## config.mk

```make
export PLATFORM = sky130hd
export DESIGN_NAME = multi_counter
export DESIGN_NICKNAME = d
export VERILOG_FILES = /design/src/rtl/multi_counter_pkg.sv /design/src/rtl/multi_counter_channel.sv /design/src/rtl/multi_counter.sv
export SDC_FILE = /design/constraint.sdc
export NUM_CORES = 1
export LEC_CHECK = 0
export ABC_AREA = 0
export ABC_CLOCK_PERIOD_IN_PS = 3200
export BUFFER_PORTS_ARGS = -buffer_cell sky130_fd_sc_hd__buf_4
export CAP_MARGIN = 20
export CORE_MARGIN = 2
export CORE_UTILIZATION = 45
export CTS_CLUSTER_DIAMETER = 120
export DETAILED_ROUTE_END_ITERATION = 16
export HOLD_SLACK_MARGIN = 0.12
export PLACE_DENSITY = 0.66
export REMOVE_ABC_BUFFERS = 1
export SETUP_SLACK_MARGIN = 0.05
export SLEW_MARGIN = 10
export SYNTH_ARGS = -nofsm -noshare
export SYNTH_HDL_FRONTEND = slang
export SYNTH_SLANG_ARGS = --single-unit
```

## constraint.sdc

```tcl
create_clock -name Clk -period 3.2 [get_ports Clk]
set_input_delay 0.48 -clock Clk [delete_from_list [all_inputs] [get_ports Clk]]
set_output_delay 0.48 -clock Clk [all_outputs]
set_load 0.02 [all_outputs]
```

## src/rtl/multi_counter_pkg.sv

```systemverilog
// Shared constants and helpers for the multi-channel event counter bank.
package multi_counter_pkg;

  localparam int MODE_WRAP       = 0;
  localparam int MODE_SAT        = 1;
  localparam int DIV_RST_DEFAULT = 3;

  // Ceiling log2 for elaboration-time width computation.
  function automatic int clog2(input int n);
    int r;
    r = 0;
    while ((1 << r) < n) r++;
    return r;
  endfunction

  // Channel-select width; never narrower than one bit.
  function automatic int sel_width(input int n);
    return (clog2(n) < 1) ? 1 : clog2(n);
  endfunction

endpackage

```

## src/rtl/multi_counter_channel.sv

```systemverilog
// One counter channel: prescaler, divide register, count and terminal-count pulse.
// With MULTI_COUNTER_SNAPSHOT_EN defined the next-state count is exported for snapshots.
module counter_channel
  import multi_counter_pkg::*;
#(
  parameter int WIDTH    = 64,
  parameter int PRE_W    = 8,
  parameter int DIV_INIT = 0,
  parameter int SATURATE = MODE_WRAP
) (
  input  logic             clk,
  input  logic             rst_n,
  input  logic             hit,
  input  logic             clr,
  input  logic             cfg_we,
  input  logic [PRE_W-1:0] cfg_div,
  output logic [WIDTH-1:0] count,
`ifdef MULTI_COUNTER_SNAPSHOT_EN
  output logic [WIDTH-1:0] count_nxt,
`endif
  output logic             tc
);

  localparam logic             SAT_MODE = (SATURATE == MODE_SAT);
  localparam logic [WIDTH-1:0] CNT_MAX  = '1;

  logic [PRE_W-1:0] pre_q, pre_d;
  logic [PRE_W-1:0] div_q, div_d;
  logic [WIDTH-1:0] cnt_q, cnt_d;
  logic             tc_q, tc_d;
  logic             adv;

  // Next-state: prescale events, advance count, then let config and clear override.
  always_comb begin
    pre_d = pre_q;
    div_d = div_q;
    cnt_d = cnt_q;
    tc_d  = 1'b0;
    adv   = 1'b0;

    if (hit) begin
      if (pre_q == div_q) begin
        pre_d = '0;
        adv   = 1'b1;
      end else begin
        pre_d = pre_q + 1'b1;
      end
    end

    if (adv) begin
      if (SAT_MODE) begin
        // Once at all-ones the count sticks and no further pulses are produced.
        if (cnt_q != CNT_MAX) begin
          cnt_d = cnt_q + 1'b1;
          tc_d  = (cnt_q == CNT_MAX - 1'b1);
        end
      end else begin
        cnt_d = cnt_q + 1'b1;
        tc_d  = (cnt_q == CNT_MAX);
      end
    end

    // Event in the same cycle was judged against the old divide; prescaler restarts.
    if (cfg_we) begin
      div_d = cfg_div;
      pre_d = '0;
    end

    if (clr) begin
      cnt_d = '0;
      pre_d = '0;
      tc_d  = 1'b0;
    end
  end

  // Channel state register with asynchronous reset.
  always_ff @(posedge clk or negedge rst_n) begin
    if (!rst_n) begin
      pre_q <= '0;
      div_q <= PRE_W'(DIV_INIT);
      cnt_q <= '0;
      tc_q  <= 1'b0;
    end else begin
      pre_q <= pre_d;
      div_q <= div_d;
      cnt_q <= cnt_d;
      tc_q  <= tc_d;
    end
  end

  assign count = cnt_q;
  assign tc    = tc_q;
`ifdef MULTI_COUNTER_SNAPSHOT_EN
  assign count_nxt = cnt_d;
`endif

endmodule

```

## src/rtl/multi_counter.sv

```systemverilog
// Multi-channel event counter bank with per-channel prescaler, clear and Tc pulse.
// Optional snapshot register enabled by defining MULTI_COUNTER_SNAPSHOT_EN.
module multi_counter
  import multi_counter_pkg::*;
#(
  parameter  int WIDTH    = 64,
  parameter  int NUM_CH   = 2,
  parameter  int PRE_W    = 8,
  parameter  int DIV_RST  = DIV_RST_DEFAULT,
  parameter  int SATURATE = MODE_WRAP,
  localparam int SEL_W    = sel_width(NUM_CH)
) (
  input  logic                    Clk,
  input  logic                    Reset_n,
  input  logic                    En,
  input  logic [SEL_W-1:0]        Slt,
  input  logic [NUM_CH-1:0]       Clr,
  input  logic                    Cfg_We,
  input  logic [SEL_W-1:0]        Cfg_Ch,
  input  logic [PRE_W-1:0]        Cfg_Div,
  output logic [NUM_CH*WIDTH-1:0] Count,
  output logic [NUM_CH-1:0]       Tc
`ifdef MULTI_COUNTER_SNAPSHOT_EN
  ,
  input  logic                    Snap,
  output logic [NUM_CH*WIDTH-1:0] Snap_Count
`endif
);

  logic [NUM_CH-1:0] hit;
  logic [NUM_CH-1:0] cfg_hit;
`ifdef MULTI_COUNTER_SNAPSHOT_EN
  logic [NUM_CH*WIDTH-1:0] cnt_nxt;
  logic [NUM_CH*WIDTH-1:0] snap_q, snap_d;
`endif

  // Decode event and config selects; out-of-range selects match no channel.
  always_comb begin
    hit     = '0;
    cfg_hit = '0;
    for (int i = 0; i < NUM_CH; i++) begin
      hit[i]     = En && (Slt == SEL_W'(i));
      cfg_hit[i] = Cfg_We && (Cfg_Ch == SEL_W'(i));
    end
  end

  for (genvar i = 0; i < NUM_CH; i++) begin : g_ch
    counter_channel #(
      .WIDTH   (WIDTH),
      .PRE_W   (PRE_W),
      .DIV_INIT((i == 0) ? 0 : DIV_RST),
      .SATURATE(SATURATE)
    ) u_ch (
      .clk      (Clk),
      .rst_n    (Reset_n),
      .hit      (hit[i]),
      .clr      (Clr[i]),
      .cfg_we   (cfg_hit[i]),
      .cfg_div  (Cfg_Div),
      .count    (Count[i*WIDTH +: WIDTH]),
`ifdef MULTI_COUNTER_SNAPSHOT_EN
      .count_nxt(cnt_nxt[i*WIDTH +: WIDTH]),
`endif
      .tc       (Tc[i])
    );
  end

`ifdef MULTI_COUNTER_SNAPSHOT_EN
  // Snapshot captures all channels' next-state counts in one edge.
  always_comb begin
    snap_d = snap_q;
    if (Snap) snap_d = cnt_nxt;
  end

  // Snapshot register.
  always_ff @(posedge Clk or negedge Reset_n) begin
    if (!Reset_n) snap_q <= '0;
    else          snap_q <= snap_d;
  end

  assign Snap_Count = snap_q;
`endif

endmodule

```

==> impl_metrics.py, run 1 <==
metrics = {
    "run_status": {
        "status": "finished clean",
    },
    "clock_tree": {
        "tritoncts": "built",
        "cts_buffer_depth": 2,
        "root_buffer": "clkbuf_16",
        "clk_pin_slew_ns": 0.06,
        "h-tree-depth": 4,
        "cts_inserted_buffers": 17,
        "clock_sinks": 162,
        "postCtsSetupBuffers": 0,
        "hold_buffers": 1,
        "post_cts_resized": 0,
        "clock_latency_ns": 0.43,
    },
    "global_routing": {
        "grt.total_usage_pct": 22.21,
        "grt_pass1_vias": 7562,
        "grt_pass1_wl_um": 39170,
        "antenna_found_initial": 0,
        "overflow": 0,
        "grt_max_degree": 72,
    },
    "pwr": {
        "power.leakage_nw": 4.616,
        "power.total_mw": 4.549,
        "power_density_nw_per_um2": 409.0,
        "peakVddDrop_uv": 395.3,
    },
    "sta": {
        "max_freq_ghz": 0.3756,
        "worst_pin_slew_ns": 0.8063,
        "finalWorstSetupSlack_ns": 0.5374,
        "min_period_over_period_pct": 83.21,
        "max-slew-margin-rel_pct": 45.75,
        "slew_violations": 0,
        "skew_ns": 0.007756,
        "final_hold_viol_count": 0,
        "min_period_ns": 2.663,
        "setup_viol": 0,
        "hold_ws_ns": 0.2939,
        "rsz0062_at_grt": "false",
    },
    "finish": {
        "diodes": 0,
        "post-route-util_pct": 56.59,
        "syn2layout_area_growth_pct": 22.52,
        "nets": 1148,
        "n_fill_cell": 1849,
        "drive_gt1_share_pct": 21.47,
        "mostFrequentLayoutCells": "buf_4 (164), dfrtp_1 (160), nor2_1 (90), a21oi_1 (74), nand2_1 (72)",
        "mostFrequentLayoutCell": "buf_4",
    },
    "setup_path": {
        "r2r-end": "g_ch[1].u_ch.count[62]",
        "worstReg2RegStart": "g_ch[1].u_ch.count[34]",
        "cpPeakStageDelay_ns": 0.71,
        "worstPathMaxFanout": 11,
        "cp_cell_sequence": "nand4_1 > nor4_2 > nand2_1 > nor4_1 > mux2_2",
        "startpoint_type": "flop",
        "crit_required_ns": 3.51,
        "r2r_cells": 5,
        "critPathKind": "flop to flop",
        "worst_path_max_delay_cell": "nor4_2",
        "cp-end-kind": "flop",
        "crit_family": "simple AND/OR/NAND/NOR gates",
        "arrival_ns": 2.97,
        "worst-path-buf-inv": 0,
        "regToRegSetupSlack_ns": 0.54,
    },
    "synth": {
        "syn_area_per_cell_sq_um": 9.114,
        "synthFlopType": "dfrtp_1",
        "ys_seq_area_share_pct": 44.69,
        "ys_seq_elements": 162,
        "synth-edff-count": 0,
        "async_reset_ff_share_pct": 100.0,
        "netlist_instances": 996,
        "synth_cell_types": 40,
        "yosysWarnings": 0,
        "synth_area_sq_um": 9077,
    },
    "floorplanning": {
        "pin_count": 146,
        "die_w_um": 146.0,
        "start_util_pct": 46.19,
        "rows": 51,
        "die_area_sq_um": 21320,
        "core_sq_um": 19650,
        "dieHeight_um": 146.0,
    },
    "routing": {
        "wl_per_cell_um": 16.86,
        "postRouteAntennaNets": 0,
        "initialDrtViolationCount": 597,
        "viasPerCell": 5.846,
        "drcViolationCount": 0,
        "routed_wl_um": 23710,
        "vias": 8219,
        "first_pass_iters": 5,
    },
    "place": {
        "gp_congestion": 0.8324,
        "place_ws_ns": 0.5837,
        "dpl.hpwl_um": 16570,
        "portBuffers": 145,
    },
    "hold_path": {
        "min_path_type": "primary input to flop",
        "holdPathEnd": "g_ch[0].u_ch.div_q[2]",
        "min_from": "Cfg_Div[2]",
        "min_path_cells": 2,
    },
    "run": {
        "cap_violations": 0,
    },
}
-- metrics by stage --
| step | std cells | setup TNS [ns] | cell area [sq um] |
|---|---|---|---|
| 6_report | 1406 | 0 | 11120 |
| 3_3_place_gp | 1373 | 0 | 10480 |
| 4_1_cts | 1406 | 0 | 11120 |
| 3_5_place_dp | 1373 | 0 | 10480 |
| 5_1_grt | 1406 | 0 | 11120 |
| 2_1_floorplan | 941 | -5.343 | 8856 |
-- metal layers --
| metal | track usage, % | routed length, um | vias to the layer above | share of wire [%] |
|---|---|---|---|---|
| li1 | - | - | 3953 | - |
| met4 | 7.184 | 417 | 0 | 1.8 |
| met5 | 0 | 0 | - | 0 |
| met2 | 33.77 | 10960 | 213 | 46 |
| met3 | 4.125 | 1318 | 27 | 5.6 |
| met1 | 32.20 | 11010 | 4026 | 46 |
-- cells in the mapped netlist, drive strengths merged, types with 35 or more instances --
cell / count / area [sq um]
nor2: 90 / 337.8
clkbuf: 47 / 176.4
nor2b: 44 / 275.3
nand3: 59 / 295.3
mux2: 61 / 686.9
nand4: 60 / 381.6
nor3: 37 / 185.2
o31ai: 40 / 300.3
or4: 42 / 315.3
a21oi: 74 / 370.4
nand2: 72 / 270.3
nor4: 42 / 320.3
dfrtp: 160 / 4004
xor2: 35 / 306.5
-- worst max-delay path by stage --
stage	startpoint	end	cells after the start	slack (ns)
2_1_floorplan	g_ch[1].u_ch.pre_q[4]	g_ch[1].u_ch.count[29]	5	-0.26
4_1_cts	g_ch[1].u_ch.count[34]	g_ch[1].u_ch.count[62]	5	0.57
6_report	g_ch[1].u_ch.count[34]	g_ch[1].u_ch.count[62]	5	0.54
5_1_grt	g_ch[1].u_ch.count[34]	g_ch[1].u_ch.count[62]	5	0.34
3_3_place_gp	g_ch[1].u_ch.count[34]	g_ch[1].u_ch.count[62]	5	0.63
3_5_place_dp	g_ch[1].u_ch.count[34]	g_ch[1].u_ch.count[62]	5	0.58
-- power by group --
part,internal (mW),total (mW),leakage (nW),switching [mW]
Sequential,2.08,2.11,2.23,0.0273
Combinational,0.0827,0.236,2.09,0.153
Clock,1.35,2.20,0.301,0.857
Total,3.51,4.55,4.62,1.04
-- cell families (layout without fill, tap and decap cells) --
kind of cell,Yosys count,in the layout,synth area share (%)
AND/OR/NAND/NOR,511,511,30.88
adder cells (fa/ha/maj),4,4,0.5514
buffers and inverters,71,216,3.101
XOR/XNOR,37,37,3.570
AO/OA/AOI/OAI,147,147,9.318
multiplexers,64,64,7.898
flip-flops,162,162,44.69
-- registers in the layout, summed over array words and instances, names as in the netlist --
register and cells:
g_ch.u_ch.count 128, g_ch.u_ch.tc 2, g_ch.u_ch.div_q 16, g_ch.u_ch.pre_q 16
-- layout make-up --
cell class	instances	area [sq um]	area share, %
clock inverters	13	182.7	1.642
clock buffers	19	452.9	4.072
multi-input cells	763	4746	42.67
inverters	16	60.06	0.5400
well taps	265	331.6	2.981
flip-flops and latches	162	4056	36.47
repair buffers	168	1292	11.62
Note: power is estimated with default switching activity, not from simulation.
==> run 2: changes to the inputs <==
--- a/config.mk
+++ b/config.mk
@@ -5,8 +5,8 @@
 export SDC_FILE = /design/constraint.sdc
 export NUM_CORES = 1
 export LEC_CHECK = 0
-export ABC_AREA = 0
-export ABC_CLOCK_PERIOD_IN_PS = 3200
+export ABC_AREA = 1
+export ABC_CLOCK_PERIOD_IN_PS = 2200
 export BUFFER_PORTS_ARGS = -buffer_cell sky130_fd_sc_hd__buf_4
 export CAP_MARGIN = 20
 export CORE_MARGIN = 2
@@ -14,7 +14,7 @@
 export CTS_CLUSTER_DIAMETER = 120
 export DETAILED_ROUTE_END_ITERATION = 16
 export HOLD_SLACK_MARGIN = 0.12
-export PLACE_DENSITY = 0.66
+export PLACE_DENSITY = 0.67
 export REMOVE_ABC_BUFFERS = 1
 export SETUP_SLACK_MARGIN = 0.05
 export SLEW_MARGIN = 10
==> constraint.sdc (replaced) <==
create_clock -name Clk -period 2.2 [get_ports Clk]
set_input_delay 0.33 -clock Clk [delete_from_list [all_inputs] [get_ports Clk]]
set_output_delay 0.33 -clock Clk [all_outputs]
set_load 0.02 [all_outputs]
==> impl_metrics.py, run 2 <==
metrics = {
    "global_routing": {
        "globalRouteMet1Util_pct": 38.46,
        "grt_pass1_wl_um": 60170,
        "grt_max_degree": 57,
        "grt_pass1_vias": 11440,
        "use_met3_pct": 3.621,
        "grt.busiest_layer": "met2",
        "use_met2_pct": 48.45,
        "antenna_found_initial": 0,
        "grt.total_usage_pct": 29.15,
        "overflow": 0,
    },
    "synth": {
        "synth_cell_types": 36,
        "synth-compound-area-share_pct": 6.598,
        "syn_area_per_cell_sq_um": 6.346,
        "ys_seq_elements": 162,
        "yosysTopAreaCell": "dfrtp_1",
        "synth_area_sq_um": 11150,
        "synth_xor_xnor_area_share_pct": 2.278,
        "synthTopCellsByCount": "nand2_1 (585), nor2_1 (327), inv_1 (173)",
        "synth_area_leaders": "dfrtp_1 (36%), nand2_1 (20%), nor2_1 (11%), nand3_1 (6.2%), inv_1 (5.8%)",
        "async_reset_ff_share_pct": 100.0,
        "ys_seq_area_share_pct": 36.38,
        "synthFlopType": "dfrtp_1",
        "synth_top_family_by_area": "simple AND/OR/NAND/NOR gates",
        "netlist_instances": 1757,
        "yosys.area_share.simple_pct": 45.84,
        "synthMuxAreaShare_pct": 0.1795,
        "synth-adder-area-share_pct": 0.4488,
        "synth_top_area_share_pct": 35.91,
        "yosysWarnings": 0,
        "yosysMostFrequentCell": "nand2_1",
        "synth-edff-count": 0,
    },
    "setup_path": {
        "startpoint_type": "flop",
        "arrival_ns": 2.33,
        "worstReg2RegStart": "g_ch[0].u_ch.count[0]",
        "crit_required_ns": 2.51,
        "r2r_cells": 8,
        "critPathKind": "flop to flop",
        "r2r-end": "g_ch[0].u_ch.count[28]",
        "cp-end-kind": "flop",
        "regToRegSetupSlack_ns": 0.18,
        "worstPathMaxFanout": 6,
    },
    "sta": {
        "skew_ns": 0.01489,
        "max-slew-margin-rel_pct": 38.13,
        "worst_pin_slew_ns": 0.9267,
        "min_period_ns": 2.020,
        "rsz0062_at_grt": "false",
        "setup_viol": 0,
        "final_hold_viol_count": 0,
        "max_freq_ghz": 0.4950,
        "min_period_over_period_pct": 91.82,
        "slew_violations": 0,
        "fin_tns_setup_ns": 0,
    },
    "finish": {
        "mostFrequentLayoutCells": "nand2_1 (585), nor2_1 (324), buf_4 (176), inv_1 (171), dfrtp_1 (160)",
        "final_design_area_no_fill_sq_um": 13360,
        "nets": 1936,
        "instances_no_fill": 2253,
        "largest_reg_flops": 128,
        "diodes": 0,
        "mostFrequentLayoutCell": "nand2_1",
        "drive_gt1_share_pct": 13.84,
        "syn2layout_area_growth_pct": 19.79,
        "post-route-util_pct": 54.93,
    },
    "clock_tree": {
        "root_buffer": "clkbuf_16",
        "postCtsSetupBuffers": 0,
        "clk_pin_slew_ns": 0.07,
        "cts_buffer_depth": 2,
        "tritoncts": "built",
        "cts_inserted_buffers": 17,
        "clock_latency_ns": 0.44,
        "clock_sinks": 162,
        "h-tree-depth": 4,
    },
    "pwr": {
        "power_density_nw_per_um2": 487.3,
        "power.total_mw": 6.509,
        "peakVddDrop_uv": 372.2,
        "power.leakage_nw": 5.931,
    },
    "hold_path": {
        "min_path_type": "primary input to flop",
        "min_path_cells": 3,
        "holdPathEnd": "g_ch[0].u_ch.div_q[0]",
        "min_from": "Cfg_Div[0]",
    },
    "routing": {
        "wl_per_cell_um": 16.67,
        "initialDrtViolationCount": 1002,
        "postRouteAntennaNets": 0,
        "drcViolationCount": 0,
        "vias": 12140,
        "routed_wl_um": 37560,
        "viasPerCell": 5.387,
        "first_pass_iters": 5,
    },
    "place": {
        "gp_congestion": 1.007,
        "dpl.hpwl_um": 28760,
        "dp.cells": 2218,
        "dpl_cell_area_sq_um": 12720,
        "portBuffers": 145,
    },
    "run_status": {
        "status": "finished clean",
    },
    "floorplanning": {
        "core_sq_um": 24320,
        "die_area_sq_um": 26050,
        "pin_count": 146,
        "start_util_pct": 45.85,
        "rows": 57,
        "die_w_um": 161.4,
        "dieHeight_um": 161.4,
    },
    "run": {
        "cap_violations": 0,
    },
}
-- run 2: logic make-up (layout without fill, tap and decap cells) --
family | after synthesis | in the layout
and+or+nand+nor | 1201 | 1201
muxes | 2 | 2
adders and majority gates | 4 | 4
AOI/OAI and AO/OA | 135 | 135
xor gates and xnor gates | 29 | 29
buffers and inverters | 224 | 396
DFF | 162 | 162
-- run 2: worst max path at each step --
stage | startpoint | end | slack [ns] | cells past startpoint
floorplan | Clr[0] | g_ch[0].u_ch.count[24] | -0.22 | 5
global placement | g_ch[0].u_ch.count[0] | g_ch[0].u_ch.count[28] | 0.11 | 8
detailed placement | g_ch[0].u_ch.count[0] | g_ch[0].u_ch.count[28] | 0.1 | 8
CTS | g_ch[0].u_ch.count[0] | g_ch[0].u_ch.count[28] | 0.09 | 8
global route | g_ch[0].u_ch.pre_q[0] | g_ch[0].u_ch.count[46] | 0.06 | 9
finish | g_ch[0].u_ch.count[0] | g_ch[0].u_ch.count[28] | 0.18 | 8
-- run 2: what timing repair did --
item / in CTS / in global routing
endpoints found under the setup margin: 0 / 17
hold buffers: 3 / 0
gates resized for setup: 0 / 7
hold endpoints to repair: 38 / 0
-- run 2: cell type report --
cell class                      instances  area, sq um
Inverter                              180        681.9
Clock buffer                           17        425.4
Sequential cell                       162         4056
Tap cell                              324        405.4
Clock inverter                         15        165.2
Fill cell                            2440        10960
Timing Repair Buffer                  184         1443
Multi-Input combinational cell       1371         6181
-- run 2: routing by layer --
metal	up-vias	part of all wire, %
met5	-	0
met4	0	3.8
met3	85	7.2
met2	512	46
met1	5612	42
li1	5927	-
-- run 2: where the power goes --
group	internal [mW]	switching, mW
clock	1.62	1.46
sequential	3.02	0.0283
combinational	0.109	0.269
total	4.75	1.76
-- run 2: through the flow --
| step | worst slack [ns] | hold slack, ns |
|---|---|---|
| after floorplan | -0.2195 | 0.03441 |
| after global placement | 0.1078 | 0.2779 |
| after detailed placement | 0.09900 | 0.2822 |
| after CTS | 0.08728 | 0.1381 |
| after global routing | 0.06247 | 0.1470 |
| final | 0.1799 | 0.1515 |
-- run 2: worst max-delay path, stage by stage, from the launching register on --
cell and delay [ns]:
dfrtp_1 0.43, ha_2 0.28, inv_2 0.08, nor2_2 0.20
nand3_1 0.29, nor2_2 0.31, nand2_1 0.09, nand4_1 0.12
o21ai_0 0.09
==> run 3: changes to the inputs <==
--- a/config.mk
+++ b/config.mk
@@ -5,7 +5,6 @@
 export SDC_FILE = /design/constraint.sdc
 export NUM_CORES = 1
 export LEC_CHECK = 0
-export ABC_AREA = 1
 export ABC_CLOCK_PERIOD_IN_PS = 2200
 export BUFFER_PORTS_ARGS = -buffer_cell sky130_fd_sc_hd__buf_4
 export CAP_MARGIN = 20
@@ -14,7 +13,7 @@
 export CTS_CLUSTER_DIAMETER = 120
 export DETAILED_ROUTE_END_ITERATION = 16
 export HOLD_SLACK_MARGIN = 0.12
-export PLACE_DENSITY = 0.67
+export PLACE_DENSITY = 0.68
 export REMOVE_ABC_BUFFERS = 1
 export SETUP_SLACK_MARGIN = 0.05
 export SLEW_MARGIN = 10
==> impl_metrics.py, run 3 (synthesis gave the netlist of run 1 again) <==
metrics = {
    "run_status": {
        "status": "finished, violations left",
        "violations": "setup timing",
    },
    "clock_tree": {
        "cts_inserted_buffers": 17,
        "tritoncts": "built",
        "clock_sinks": 162,
        "h-tree-depth": 4,
        "cts_buffer_depth": 2,
        "root_buffer": "clkbuf_16",
        "clock_latency_ns": 0.43,
        "clk_pin_slew_ns": 0.07,
    },
    "setup_path": {
        "regToRegSetupSlack_ns": -0.06,
        "crit_required_ns": 2.52,
        "cp-end-kind": "flop",
        "r2r-end": "g_ch[1].u_ch.count[40]",
        "arrival_ns": 2.58,
        "r2r_cells": 8,
        "critPathKind": "flop to flop",
        "startpoint_type": "flop",
        "worstSetupStartpoint": "g_ch[1].u_ch.count[4]",
        "worstReg2RegStart": "g_ch[1].u_ch.count[4]",
        "worstPathMaxFanout": 5,
    },
    "floorplanning": {
        "pin_count": 146,
        "rows": 51,
        "dieHeight_um": 146.0,
        "die_area_sq_um": 21320,
        "die_w_um": 146.0,
        "start_util_pct": 46.19,
        "core_sq_um": 19650,
    },
    "global_routing": {
        "overflow": 0,
        "grt.busiest_layer": "met2",
        "grt_pass1_wl_um": 42480,
        "globalRouteMet1Util_pct": 34.95,
        "antenna_found_initial": 0,
        "use_met3_pct": 3.094,
        "grt_max_degree": 59,
        "use_met2_pct": 37.81,
        "grt_pass1_vias": 8210,
        "grt.total_usage_pct": 24.16,
    },
    "finish": {
        "nets": 1272,
        "drive_gt1_share_pct": 38.97,
        "diodes": 0,
        "syn2layout_area_growth_pct": 45.72,
        "mostFrequentLayoutCell": "buf_4",
        "n_fill_cell": 1549,
        "multi_input_comb_area_sq_um": 5652,
        "largest_reg_flops": 128,
        "mostFrequentLayoutCells": "buf_4 (263), dfrtp_1 (158), nor2_1 (88), nand2_1 (70), nand4_1 (59)",
        "register_area_sq_um": 4059,
        "instances_no_fill": 1530,
    },
    "routing": {
        "viasPerCell": 5.973,
        "drcViolationCount": 0,
        "first_pass_iters": 6,
        "postRouteAntennaNets": 0,
        "initialDrtViolationCount": 620,
        "wl_per_cell_um": 18.61,
        "routed_wl_um": 28480,
        "vias": 9138,
    },
    "sta": {
        "worst_pin_slew_ns": 0.5789,
        "finalWorstSetupSlack_ns": -0.06397,
        "rsz0062_at_grt": "true",
        "min_period_ns": 2.264,
        "min_period_over_period_pct": 102.9,
        "setup_viol": 15,
        "max-slew-margin-rel_pct": 61.40,
        "final_hold_viol_count": 0,
        "max_freq_ghz": 0.4417,
        "skew_ns": 0.01109,
        "slew_violations": 0,
    },
    "place": {
        "portBuffers": 145,
        "gp_congestion": 0.8810,
        "dp.cells": 1461,
        "place_ws_ns": -0.02877,
        "dpl.hpwl_um": 17750,
    },
    "hold_path": {
        "min_path_type": "primary input to flop",
        "min_from": "Cfg_Div[4]",
        "holdPathEnd": "g_ch[1].u_ch.div_q[4]",
        "min_path_cells": 2,
    },
    "pwr": {
        "power_density_nw_per_um2": 493.7,
        "power.leakage_nw": 5.989,
        "peakVddDrop_uv": 571.6,
    },
    "run": {
        "cap_violations": 0,
    },
}
## run 3: changes by cell type in the layout (fill, tap and decap cells not counted), sizes merged, moves of 61 or more
cell / change
nand2: -523
nor2: -256
inv: -170
buf: +103
nand3: -84
mux2: +61
## run 3: repair_timing
item,in CTS,in global routing
endpoints found under the setup margin,41,100
setup buffers,2,25
pin swaps,7,72
gates resized for setup,32,164
hold buffers,1,0
hold endpoints to repair,52,0
cloned,1,9
## run 3: routing by layer
| layer | wire [um] | part of all wire, % |
|---|---|---|
| met5 | 0 | 0 |
| met4 | 807 | 2.8 |
| met3 | 1646 | 5.8 |
| met2 | 13540 | 48 |
| met1 | 12490 | 44 |
## run 3: power breakdown
group	total, mW	switching (mW)	internal, mW
Sequential	3.06	0.0335	3.03
Clock	3.06	1.26	1.80
Combinational	0.406	0.255	0.151
## run 3: cell type report
cell class	count	share of cell area, %
flip-flops and latches	162	30.68
well taps	265	2.507
clock inverters	10	0.9459
clock buffers	22	3.661
repair buffers	292	19.02
inverters	16	0.4540
multi-input cells	763	42.73
## run 3: worst max-delay path by stage
stage / depth (start not counted) / to / slack, ns
floorplan: 5 / g_ch[1].u_ch.count[29] / -1.26
global placement: 6 / g_ch[0].u_ch.count[59] / 0.03
detailed placement: 6 / g_ch[0].u_ch.count[59] / -0.03
CTS: 6 / g_ch[0].u_ch.count[22] / -0.02
global route: 8 / g_ch[1].u_ch.count[40] / -0.16
finish: 8 / g_ch[1].u_ch.count[40] / -0.06
## run 3: critical path: stages, from the launching register on
cell and delay [ns]:
dfrtp_1 0.41, nand4_1 0.21, nor4_4 0.38, buf_4 0.16, nand4_1 0.11, buf_6 0.17, clkbuf_16 0.17, nor4_4 0.22
mux2_4 0.32
## run 3: through the flow
stage | hold slack, ns | TNS [ns] | power (mW) | area [sq um] | util (%)
floorplan | 0.03441 | -70.27 | 3.266 | 8856 | -
global placement | 0.3396 | 0 | 3.484 | 11170 | 56.86
detailed placement | 0.3447 | -0.1195 | 3.494 | 11170 | 56.86
CTS | 0.1295 | -0.02594 | 6.553 | 12030 | 61.21
global route | 0.1298 | -4.401 | 6.734 | 13230 | 67.30
finish | 0.1409 | -0.4063 | 6.530 | 13230 | 67.30
